===== src/rtl/card_shoe_pkg.sv =====
// Shared constants, state encoding and helper functions for the card shoe dealer.
package card_shoe_pkg;

  localparam int unsigned NUM_RANKS = 13;
  localparam int unsigned SUITS     = 4;
  localparam int unsigned RANK_W    = 4;
  localparam int unsigned CARD_W    = 8;
  localparam int unsigned VALUE_W   = 4;

  localparam logic [RANK_W-1:0] RANK_ACE   = 4'd1;
  localparam logic [RANK_W-1:0] RANK_TWO   = 4'd2;
  localparam logic [RANK_W-1:0] RANK_TEN   = 4'd10;
  localparam logic [RANK_W-1:0] RANK_JACK  = 4'd11;
  localparam logic [RANK_W-1:0] RANK_QUEEN = 4'd12;
  localparam logic [RANK_W-1:0] RANK_KING  = 4'd13;

  localparam int unsigned LFSR_W_MIN = 16;
  localparam int unsigned LFSR_W_MAX = 32;

  typedef enum logic [1:0] {
    ST_IDLE  = 2'd0,
    ST_DRAW  = 2'd1,
    ST_PROBE = 2'd2
  } state_e;

  // Right-shift Galois feedback masks for maximal-length sequences, by width.
  function automatic logic [31:0] lfsr_taps(input int unsigned w);
    case (w)
      16: return 32'h0000_D008;
      17: return 32'h0001_2000;
      18: return 32'h0002_0400;
      19: return 32'h0004_0023;
      20: return 32'h0009_0000;
      21: return 32'h0014_0000;
      22: return 32'h0030_0000;
      23: return 32'h0042_0000;
      24: return 32'h00E1_0000;
      25: return 32'h0120_0000;
      26: return 32'h0200_0023;
      27: return 32'h0400_0013;
      28: return 32'h0900_0000;
      29: return 32'h1400_0000;
      30: return 32'h2000_0029;
      31: return 32'h4800_0000;
      32: return 32'h8020_0003;
      default: return 32'h0000_D008;
    endcase
  endfunction

  // Fold a random nibble onto a rank 1..13; 0 and 14 land on ace, 15 on two.
  function automatic logic [RANK_W-1:0] cand_rank(input logic [3:0] nib);
    logic [RANK_W-1:0] r;
    r = nib;
    if (nib == 4'd0 || nib == 4'd14) r = RANK_ACE;
    else if (nib == 4'd15)           r = RANK_TWO;
    return r;
  endfunction

  // Next rank in probe order, king wraps to ace.
  function automatic logic [RANK_W-1:0] next_rank(input logic [RANK_W-1:0] r);
    return (r == RANK_KING) ? RANK_ACE : r + 4'd1;
  endfunction

  // Blackjack value: face cards count ten, ace reported as one.
  function automatic logic [VALUE_W-1:0] card_value(input logic [RANK_W-1:0] r);
    return (r > RANK_TEN) ? RANK_TEN : r;
  endfunction

endpackage


===== src/rtl/card_shoe_lfsr.sv =====
// Free-running Galois LFSR used as the card selection entropy source.
module card_shoe_lfsr
  import card_shoe_pkg::*;
#(
  parameter int unsigned       LFSR_W = 16,
  parameter logic [LFSR_W-1:0] SEED   = LFSR_W'(16'hACE1)
) (
  input  logic              clk_i,
  input  logic              rst_i,
  output logic [LFSR_W-1:0] lfsr_o
);

  localparam logic [LFSR_W-1:0] TAPS     = LFSR_W'(lfsr_taps(LFSR_W));
  localparam logic [LFSR_W-1:0] SEED_EFF = (SEED == '0) ? LFSR_W'(1) : SEED;

  logic [LFSR_W-1:0] lfsr_q, lfsr_d;

  // Shift right and fold the feedback mask in when a one falls out.
  always_comb begin
    lfsr_d = {1'b0, lfsr_q[LFSR_W-1:1]} ^ (lfsr_q[0] ? TAPS : '0);
  end

  // State register; an all-zero seed would lock up, so it is bumped to one.
  always_ff @(posedge clk_i) begin
    if (!rst_i) lfsr_q <= SEED_EFF;
    else        lfsr_q <= lfsr_d;
  end

  assign lfsr_o = lfsr_q;

endmodule


===== src/rtl/card_shoe_dealer.sv =====
// Multi-deck card shoe: per-rank counters, random rank pick with linear probe.
module card_shoe_dealer
  import card_shoe_pkg::*;
#(
  parameter int unsigned       NUM_DECKS = 1,
  parameter int unsigned       LFSR_W    = 16,
  parameter logic [LFSR_W-1:0] SEED      = LFSR_W'(16'hACE1)
) (
  input  logic                                                clk_i,
  input  logic                                                rst_i,
  input  logic                                                request_card_i,
  input  logic                                                shuffle_i,
  output logic [CARD_W-1:0]                                   card_to_send_o,
  output logic [VALUE_W-1:0]                                  card_value_o,
  output logic                                                card_valid_o,
  output logic                                                busy_o,
  output logic [$clog2(NUM_RANKS*SUITS*NUM_DECKS+1)-1:0]      remaining_o,
  output logic                                                empty_err_o
);

  localparam int unsigned CNT_W = $clog2(SUITS*NUM_DECKS+1);
  localparam int unsigned REM_W = $clog2(NUM_RANKS*SUITS*NUM_DECKS+1);
  localparam logic [CNT_W-1:0] FULL_CNT = CNT_W'(SUITS*NUM_DECKS);
  localparam logic [REM_W-1:0] FULL_REM = REM_W'(NUM_RANKS*SUITS*NUM_DECKS);

  state_e              state_q, state_d;
  logic [RANK_W-1:0]   idx_q, idx_d;
  logic [CNT_W-1:0]    count_q [NUM_RANKS];
  logic [REM_W-1:0]    remaining_q, remaining_d;
  logic [CARD_W-1:0]   card_q, card_d;
  logic [VALUE_W-1:0]  value_q, value_d;
  logic                valid_q, valid_d;
  logic                err_q, err_d;
  logic                busy_q, busy_d;
  logic                refill_c, take_c, hit_c;
  logic [LFSR_W-1:0]   lfsr_q;
  logic                lfsr_unused_c;

  card_shoe_lfsr #(
    .LFSR_W (LFSR_W),
    .SEED   (SEED)
  ) u_lfsr (
    .clk_i  (clk_i),
    .rst_i  (rst_i),
    .lfsr_o (lfsr_q)
  );

  // Only the low nibble picks a rank; the rest just keeps the sequence long.
  assign lfsr_unused_c = ^lfsr_q[LFSR_W-1:4];

  // Does the rank currently being probed still have cards left?
  always_comb begin
    hit_c = 1'b0;
    for (int unsigned r = 0; r < NUM_RANKS; r++) begin
      if (idx_q == RANK_W'(r + 1) && count_q[r] != '0) hit_c = 1'b1;
    end
  end

  // Next-state and output decode.
  always_comb begin
    state_d     = state_q;
    idx_d       = idx_q;
    remaining_d = remaining_q;
    card_d      = card_q;
    value_d     = value_q;
    valid_d     = 1'b0;
    err_d       = 1'b0;
    refill_c    = 1'b0;
    take_c      = 1'b0;
    case (state_q)
      ST_IDLE: begin
        if (shuffle_i) begin
          refill_c    = 1'b1;
          remaining_d = FULL_REM;
        end else if (request_card_i) begin
          if (remaining_q == '0) err_d   = 1'b1;
          else                   state_d = ST_DRAW;
        end
      end
      ST_DRAW: begin
        idx_d   = cand_rank(lfsr_q[3:0]);
        state_d = ST_PROBE;
      end
      ST_PROBE: begin
        if (hit_c) begin
          take_c      = 1'b1;
          remaining_d = remaining_q - REM_W'(1);
          card_d      = CARD_W'(idx_q);
          value_d     = card_value(idx_q);
          valid_d     = 1'b1;
          state_d     = ST_IDLE;
        end else begin
          idx_d = next_rank(idx_q);
        end
      end
      default: state_d = ST_IDLE;
    endcase
    busy_d = (state_d != ST_IDLE);
  end

  // Control and output registers.
  always_ff @(posedge clk_i) begin
    if (!rst_i) begin
      state_q     <= ST_IDLE;
      idx_q       <= RANK_ACE;
      remaining_q <= FULL_REM;
      card_q      <= '0;
      value_q     <= '0;
      valid_q     <= 1'b0;
      err_q       <= 1'b0;
      busy_q      <= 1'b0;
    end else begin
      state_q     <= state_d;
      idx_q       <= idx_d;
      remaining_q <= remaining_d;
      card_q      <= card_d;
      value_q     <= value_d;
      valid_q     <= valid_d;
      err_q       <= err_d;
      busy_q      <= busy_d;
    end
  end

  // Per-rank counters: refill on shuffle, decrement only on a successful probe.
  always_ff @(posedge clk_i) begin
    if (!rst_i || refill_c) begin
      for (int unsigned r = 0; r < NUM_RANKS; r++) count_q[r] <= FULL_CNT;
    end else if (take_c) begin
      for (int unsigned r = 0; r < NUM_RANKS; r++) begin
        if (idx_q == RANK_W'(r + 1)) count_q[r] <= count_q[r] - CNT_W'(1);
      end
    end
  end

  assign card_to_send_o = card_q;
  assign card_value_o   = value_q;
  assign card_valid_o   = valid_q;
  assign busy_o         = busy_q;
  assign remaining_o    = remaining_q;
  assign empty_err_o    = err_q;

endmodule

===== config.mk =====
export PLATFORM = sky130hd
export DESIGN_NAME = card_shoe_dealer
export DESIGN_NICKNAME = d
export VERILOG_FILES = /design/src/rtl/card_shoe_pkg.sv /design/src/rtl/card_shoe_lfsr.sv /design/src/rtl/card_shoe_dealer.sv
export SDC_FILE = /design/constraint.sdc
export NUM_CORES = 1
export LEC_CHECK = 0
export ABC_AREA = 0
export BUFFER_PORTS_ARGS = -buffer_cell sky130_fd_sc_hd__buf_2
export CAP_MARGIN = 25
export CORE_MARGIN = 3
export CORE_UTILIZATION = 57
export CTS_CLUSTER_DIAMETER = 50
export DETAILED_ROUTE_END_ITERATION = 8
export PLACE_DENSITY_LB_ADDON = 0.3
export SLEW_MARGIN = 40
export SYNTH_ARGS = -nofsm -noshare
export SYNTH_HDL_FRONTEND = slang
export SYNTH_HIERARCHICAL = 1
export SYNTH_SLANG_ARGS = --single-unit

===== constraint.sdc =====
create_clock -name clk_i -period 5.25 [get_ports clk_i]
set_input_delay 1.3125 -clock clk_i [delete_from_list [all_inputs] [get_ports clk_i]]
set_output_delay 1.3125 -clock clk_i [all_outputs]
set_load 0.03 [all_outputs]

Word level (Yosys, flattened, before mapping):

Memories as Yosys holds them, arrays and structs flattened.
Cells that the tools add are included.
W data, S select, Z words.

* memory bits (writable): 39
* register bits after elaboration: 39
* logic and storage cells: 202
* memories kept: 1
* output and inout bits: 21

* equality and inequality tests: 20
* reductions and logical operators: 39
* bitwise logic cells: 17
* muxes and demuxes: 100
* $add $sub $neg: 15
* $lt $le $gt $ge: 1

Memory list
* count_q: depth 13, bits a word 3, read ports 13, clocked after Yosys merged registers in 0, write ports 13, RTL line card_shoe_dealer.sv:28 `logic [CNT_W-1:0] count_q [NUM_RANKS];`

Operators by type and width (number)
* $mux W1: 72
* $mux W3: 13
* $reduce_bool A3 Y1: 13
* $sub A3 B1 Y3 const B: 13
* $eq A4 B4 Y1 const B: 8
* $mux W4: 5
* $eq A4 B3 Y1 const B: 4
* $mux W16: 1
* $xor A15 B16 Y16: 1
* $logic_and A1 B1 Y1: 13
* $or A1 B1 Y1: 13
* $mux W6: 2
* $pmux W6 S2: 1
* $eq A4 B2 Y1 const B: 2
* $mux W2: 4
* $pmux W4 S2: 1
* $logic_not A6 Y1: 1
* $ne A2 B2 Y1 const B: 3
* $pmux W2 S3: 1
* $reduce_bool A2 Y1: 3
* $sub A6 B1 Y6 const B: 1
* $add A4 B1 Y4 const B: 1
* $eq A4 B1 Y1 const B: 1
* $gt A4 B4 Y1 const B: 1
* 10 further kinds: 14

Logic depth before layout (Yosys ltp):

Gate-level depths: netlist of run 1.
An unclocked memory read counts as a cell.

* depth after elaboration: 22
* depth in mapped cells: 11
* depth with buffers taken out: 9

Modules after synthesis:

The synthesis of run 1 kept the hierarchy.

Modules (own cells, without submodules)
* card_shoe_dealer: sequential area each 1631.6 µm², cells an instance 373, times used 1, area an instance 3751.1 µm²
* card_shoe_lfsr: sequential area each 320.3 µm², cells an instance 49, times used 1, area an instance 555.5 µm²

Worst setup path before layout of run 1:

Ideal clock, no wire load.

* kind: register to register
* from: memory count_q[0][9] (netlist bit)
* to: memory count_q[0][0] (netlist bit) (enable)
* setup slack: 2454 ps
* path buffers: 2
* arrival time: 2440 ps
* clock period less this slack: 2796 ps
* stages on the path, launching flop included: 11
* cells stage by stage: edfxtp_1 -> inv_1 -> ha_1 -> ha_1 -> or4b_2 -> a21oi_2 -> or2_2 -> buf_4 -> o21ai_2 -> buf_6 -> o31ai_1

RTL lines (RTL line)
* from (decl): card_shoe_dealer.sv:28

==> reports/qor.yml, run 1 <==
placed_design:
  gp_congestion: 0.829
  post-dp-hpwl_um: 5500
  post-place-ws_ps: 1860
  portBuffers: 20
critical_path:
  worst_ep_arrival_time_ps: 3140
  timing.critical_path.slowest_cell_delay_ps: 830
  startpoint_type: "register"
  ff2ff_setup_slack_ps: 2120
  max_fanout_on_critical_path: 23
  worstReg2RegStart: "idx_q[1]"
  reg2reg_to: "count_q[1][12]"
  timing.reg2reg.worst_path_depth: 5
  setup.worst_path.class: "register to register"
  data_required_time_at_the_worst_endpoint_ps: 5250
  cp_cell_instances: "or4bb_4, o22ai_2, or4_1, o21ai_4, o31ai_1"
  crit_path_top_delay_cell: "sky130_fd_sc_hd__dfxtp_1"
  worst_setup_path_end_kind: "register"
clock_tree:
  cts-buffers-inserted: 9
  cts_setup_buffers: 0
  cts_hold_buf: 0
  cts.sinks: 78
  cts_resized: 0
  tritoncts: "yes"
  htreeDepth: 3
  clock-root-buffer: "sky130_fd_sc_hd__clkbuf_8"
  cts.path.max_buffers: 2
  worst_setup_hold_path_clk_slew_ps: 90
  clkLatencyLatePin_ps: 360
worst_hold_path:
  min_delay_worst_endpoint: "u_lfsr/lfsr_o[6]"
  holdCritStartpoint: "u_lfsr/lfsr_o[7]"
  hp-class: "register to register"
  whs_path_depth: 1
layout:
  fill_cells: 582
  area_growth_pct: 4.63
  inserted_diodes: 0
  drive_gt1_frac: 0.187
  nets: 448
route:
  detail_route.vias_per_cell: 5.63
  initialDrtViolationCount: 208
  route.vias.total: 2916
  drcViolationCount: 0
  finalWirelength_um: 7890
  final_antenna_net_count: 0
  detail_route.first_pass.iterations: 4
  detail_route.wl_per_cell_um: 15.2
grt:
  global_route.peak_usage_layer: "met2"
  first_pass_grt_wire_length_um: 13600
  global_route.usage.total: 0.202
  globalRoute.totalOverflow: 0
  grt_max_degree: 48
  first_global_vias: 2851
  met3_global_route_usage: 0.0304
  grt_antenna_before_repair: 0
  met2_usage: 0.312
  grt_use_met1: 0.279
floorplanning:
  dieWidth_um: 92.2
  row_count: 30
  coreArea_um2: 6980
  die_area_um2: 8510
  initial_core_util: 0.607
  fp.dieH_um: 92.2
  ioPinCount: 25
pwr:
  power_density_normalized_to_cell_area_nw_per_um2: 283
  power.leakage_uw: 0.00187
  max-vdd-ir-drop_mv: 0.188
  design_power_total_uw: 1250
outcome:
  run_status: "complete, no violations"
sta:
  setup_repair_after_global_routing_missed_its_margin: "false"
  timing.final.crit_period_ps: 3130
  min_period_over_period: 0.597
  hold_fails_final_rpt: 0
  final_critical_path_setup_slack_ps: 2120
  slew_violations: 0
  worst-slew-pin-transition_ps: 771
  setup-tns-final_ps: 0
  slew_headroom: 0.486
  finalSetupViolations: 0
  max_freq_ghz: 0.319
  fin_worst_skew_ps: 9.05
synth:
  postSynthCellCount: 413
  avgSynthCellArea_um2: 10.3
  yosysWarningCount: 6
  mappedNetlistArea_um2: 4240
job:
  max_cap_violations: 0
power breakdown:
part	internal, uW	leakage [uW]	switching [uW]	total, uW
logic	49.6	0.00108	86.9	136
registers	668	0.000702	21.9	690
clock network	182	0.0000946	246	428
cell usage in the layout (no fill, tap or decap), drive strengths merged, types with 3 or more instances in the layout:
cell type / count
buf: 24
dfxtp: 39
or2: 3
nor4: 19
nor3: 7
and2: 9
a21o: 3
nand3b: 3
inv: 53
nand2b: 13
edfxtp: 39
mux2i: 11
nand3: 6
a31oi: 4
o21ai: 12
nand2: 29
or4: 4
a211oi: 3
conb: 4
xor2: 3
a31o: 3
o31ai: 12
clkbuf: 9
nand4: 11
nor2: 21
a21oi: 14
ha: 27
nor2b: 4
or2b: 4
or3b: 3
stage by stage:
step / cells / instance area, um2 / util / hold slack (ps)
floorplan: 416 / 4250 / - / 386
global placement: 502 / 4240 / 0.607 / 392
detailed placement: 502 / 4240 / 0.607 / 397
CTS: 518 / 4430 / 0.634 / 422
global route: 518 / 4440 / 0.635 / 440
finish: 518 / 4440 / 0.635 / 417
routing by layer:
metal,up-vias,wire length (um)
li1,1464,-
met5,-,0
met2,81,3670
met1,1360,3730
met3,11,373
met4,0,111
worst max path at each step:
stage | end | from
4_1_cts | count_q[0][4] | idx_q[1]
5_1_grt | count_q[0][11] | idx_q[1]
2_1_floorplan | count_q[0][0] | count_q[0][9]
6_report | count_q[1][12] | idx_q[1]
3_5_place_dp | count_q[0][4] | idx_q[0]
3_3_place_gp | count_q[0][3] | idx_q[2]
critical path: cells and delay by family (launching register included):
family / cells / cell delay (ps)
AOI/OAI and AO/OA: 3 / 970
and+or+nand+nor: 2 / 980
DFF: 1 / 830
state kept, by name, summed over array words and instances, names as in the netlist:
| register | count |
|---|---|
| count_q | 39 |
| card_valid_o | 1 |
| state_q | 2 |
| idx_q | 4 |
| empty_err_o | 1 |
| card_to_send_o | 4 |
| remaining_o | 6 |
| card_value_o | 4 |
| u_lfsr/lfsr_o | 16 |
| busy_o | 1 |
layout make-up:
cell class	count	area (um2)	share of cell area
sequential	78	1950	0.440
multi-input combinational	256	1870	0.421
inverter	48	180	0.0406
timing repair buffer	24	130	0.0293
clock buffer	9	124	0.0279
tap	96	120	0.0271
clock inverter	7	62.6	0.0141
(Power assumes the default switching activity.)
==> run 2, diff against run 1 <==
--- a/config.mk
+++ b/config.mk
@@ -5,11 +5,11 @@
 export SDC_FILE = /design/constraint.sdc
 export NUM_CORES = 1
 export LEC_CHECK = 0
-export ABC_AREA = 0
+export ABC_AREA = 1
 export BUFFER_PORTS_ARGS = -buffer_cell sky130_fd_sc_hd__buf_2
 export CAP_MARGIN = 25
 export CORE_MARGIN = 3
-export CORE_UTILIZATION = 57
+export CORE_UTILIZATION = 55
 export CTS_CLUSTER_DIAMETER = 50
 export DETAILED_ROUTE_END_ITERATION = 8
 export PLACE_DENSITY_LB_ADDON = 0.3
==> constraint.sdc (replaced) <==
create_clock -name clk_i -period 2.6 [get_ports clk_i]
set_input_delay 0.65 -clock clk_i [delete_from_list [all_inputs] [get_ports clk_i]]
set_output_delay 0.65 -clock clk_i [all_outputs]
set_load 0.03 [all_outputs]
==> reports/qor.yml, run 2 <==
clock_tree:
  cts-buffers-inserted: 9  # unchanged
  cts_resized: 0  # unchanged
  clkLatencyLatePin_ps: 350  # about the same
  htreeDepth: 3  # unchanged
  clock-root-buffer: "sky130_fd_sc_hd__clkbuf_8"
  cts_hold_buf: 0  # unchanged
  cts_setup_buffers: 0  # unchanged
  tritoncts: "yes"
  cts.sinks: 78  # unchanged
  cts.path.max_buffers: 2  # unchanged
  worst_setup_hold_path_clk_slew_ps: 80  # about the same
critical_path:
  data_required_time_at_the_worst_endpoint_ps: 2590  # -2660 ps
  max_fanout_on_critical_path: 9  # -61%
  crit_path_top_delay_cell: "sky130_fd_sc_hd__dfxtp_1"
  startpoint_type: "register"
  worst_setup_path_end_kind: "register"
  cp_cell_instances: "inv_1, nor2_2, nand3b_1, nand2_1, nor2_1, nand2_1, o21ai_4, nor2_4, inv_1, o21ai_0"
  timing.critical_path.slowest_cell_delay_ps: 590  # -240 ps
  worst_ep_arrival_time_ps: 2410  # -730 ps
  setup.worst_path.class: "register to register"
sta:
  hold_fails_final_rpt: 0  # unchanged
  worst-slew-pin-transition_ps: 517  # -253 ps
  setup-tns-final_ps: 0  # unchanged
  setup_repair_after_global_routing_missed_its_margin: "false"
  slew_headroom: 0.652  # +0.166
  slew_violations: 0  # unchanged
  fin_worst_skew_ps: 11.6  # +2.57 ps
  max_freq_ghz: 0.412  # +29%
  min_period_over_period: 0.933  # +0.336
  timing.final.crit_period_ps: 2430  # -709 ps
  finalSetupViolations: 0  # unchanged
floorplanning:
  fp.dieH_um: 91.0  # -1.4%
  dieWidth_um: 91.0  # -1.4%
  initial_core_util: 0.575  # -0.0322
  die_area_um2: 8280  # -2.7%
  row_count: 30  # unchanged
  ioPinCount: 25  # unchanged
  coreArea_um2: 6910  # -1.1%
route:
  route.vias.total: 2879  # -1.3%
  detail_route.wl_per_cell_um: 12.0  # -21%
  finalWirelength_um: 7000  # -11%
  detail_route.vias_per_cell: 4.96  # -12%
  drcViolationCount: 0  # unchanged
  detail_route.first_pass.iterations: 5  # +1
  initialDrtViolationCount: 147  # -29%
  final_antenna_net_count: 0  # unchanged
placed_design:
  post-dp-hpwl_um: 5200  # -5.5%
  gp_congestion: 0.894  # +7.8%
  postPlaceCellArea_um2: 4070  # -4.0%
  portBuffers: 20  # unchanged
pwr:
  swShare: 0.252  # -0.0304
  p_int_uw: 1870  # +110%
  power_frac_comb: 0.099  # -0.010
  seqPwrFrac: 0.555  # +0.005
  power_density_normalized_to_cell_area_nw_per_um2: 586  # +110%
  power.leakage_uw: 0.00199  # +6.0%
  power.switching_uw: 629  # +77%
  max-vdd-ir-drop_mv: 0.445  # +140%
  share_clk_of_total_power: 0.346  # +0.005
outcome:
  run_status: "complete, no violations"
grt:
  grt_max_degree: 27  # -44%
  globalRoute.totalOverflow: 0  # unchanged
  global_route.usage.total: 0.179  # -0.0225
  grt_antenna_before_repair: 0  # unchanged
  first_pass_grt_wire_length_um: 11900  # -13%
  first_global_vias: 2596  # -8.9%
layout:
  largest_reg_flops: 39  # unchanged
  layout.cells.most_common: "sky130_fd_sc_hd__nand2_1"
  final_design_area_no_fill_um2: 4260  # -3.9%
  most-common-layout-cells: "86 x sky130_fd_sc_hd__nand2_1, 80 x sky130_fd_sc_hd__inv_1, 55 x sky130_fd_sc_hd__nor2_1"
  largest-register: "count_q"
  area_growth_pct: 7.28
  drive_gt1_frac: 0.155  # -0.0326
  fill_cells: 604  # +3.8%
  inserted_diodes: 0  # unchanged
  nets: 511  # +14%
job:
  max_cap_violations: 0  # unchanged
synth:
  mappedNetlistArea_um2: 3970  # -6.3%
  avgSynthCellArea_um2: 8.60  # -16%
  postSynthCellCount: 462  # +12%
  yosysWarningCount: 6  # unchanged
worst_hold_path:
  hp-class: "register to register"
## run 2: changes by cell type in the layout (fill, tap and decap cells not counted), moves of 6 or more
cell / previous run / this run
sky130_fd_sc_hd__nand2_1: 29 / 86
sky130_fd_sc_hd__nor2_1: 21 / 55
sky130_fd_sc_hd__inv_1: 48 / 80
sky130_fd_sc_hd__nand3_1: 6 / 34
sky130_fd_sc_hd__nand2b_1: 13 / 0
sky130_fd_sc_hd__nor4_1: 12 / 0
sky130_fd_sc_hd__o31ai_1: 12 / 0
sky130_fd_sc_hd__mux2i_1: 11 / 0
sky130_fd_sc_hd__and2_1: 9 / 0
sky130_fd_sc_hd__inv_2: 0 / 8
sky130_fd_sc_hd__nor4_2: 7 / 0
sky130_fd_sc_hd__nand2_2: 0 / 6
sky130_fd_sc_hd__nand3_2: 0 / 6
sky130_fd_sc_hd__nor2_2: 0 / 6
## run 2: worst paths after layout
path                      from           endpoint  slack (ps)  cells after the start
max                   idx_q[1]     count_q[0][17]         170                     10
min          u_lfsr/lfsr_o[12]  u_lfsr/lfsr_o[11]         410                      2
max reg2reg           idx_q[1]     count_q[0][17]         170                     10
min reg2reg  u_lfsr/lfsr_o[12]  u_lfsr/lfsr_o[11]         410                      2
## run 2: cell type report
type / instances / area [um2] / area share
Clock buffer: 9 / 124 / 0.0291
Clock inverter: 7 / 63.8 / 0.0150
Inverter: 89 / 334 / 0.0784
Multi-Input combinational cell: 276 / 1520 / 0.357
Tap cell: 96 / 120 / 0.0282
Timing Repair Buffer: 26 / 145 / 0.0341
Sequential cell: 78 / 1950 / 0.458
## run 2: per-layer routing
metal / vias to the layer above / GRT usage / routed length (um)
met2: 55 / 0.288 / 3310
li1: 1489 / - / -
met4: 0 / 0.0565 / 104
met5: - / 0 / 0
met1: 1326 / 0.237 / 3280
met3: 9 / 0.0456 / 306
## run 2: power groups by stage
stage / clock (uW) / combinational (uW) / sequential (uW)
after CTS: 890 / 250 / 1380
after floorplan: 0 / 193 / 1420
after global placement: 0 / 238 / 1410
after detailed placement: 0 / 248 / 1410
final: 864 / 246 / 1380
after global routing: 954 / 285 / 1390
## run 2: worst max-delay path, delay by kind of cell, from the launching register on
kind                   cells  cell delay, ps
AOI/OAI and AO/OA          2             540
DFF                        1             590
and+or+nand+nor            6             740
buffers and inverters      2             210
## run 2: stage by stage
step / total power, uW / hold WS [ps] / setup slack (ps) / instances / util
after floorplan: 1610 / 380 / 592 / 465 / -
after global placement: 1650 / 383 / 375 / 565 / 0.590
after detailed placement: 1660 / 393 / 235 / 565 / 0.590
after CTS: 2520 / 411 / 170 / 581 / 0.617
after global routing: 2630 / 426 / 15.0 / 581 / 0.617
final: 2490 / 408 / 174 / 581 / 0.617
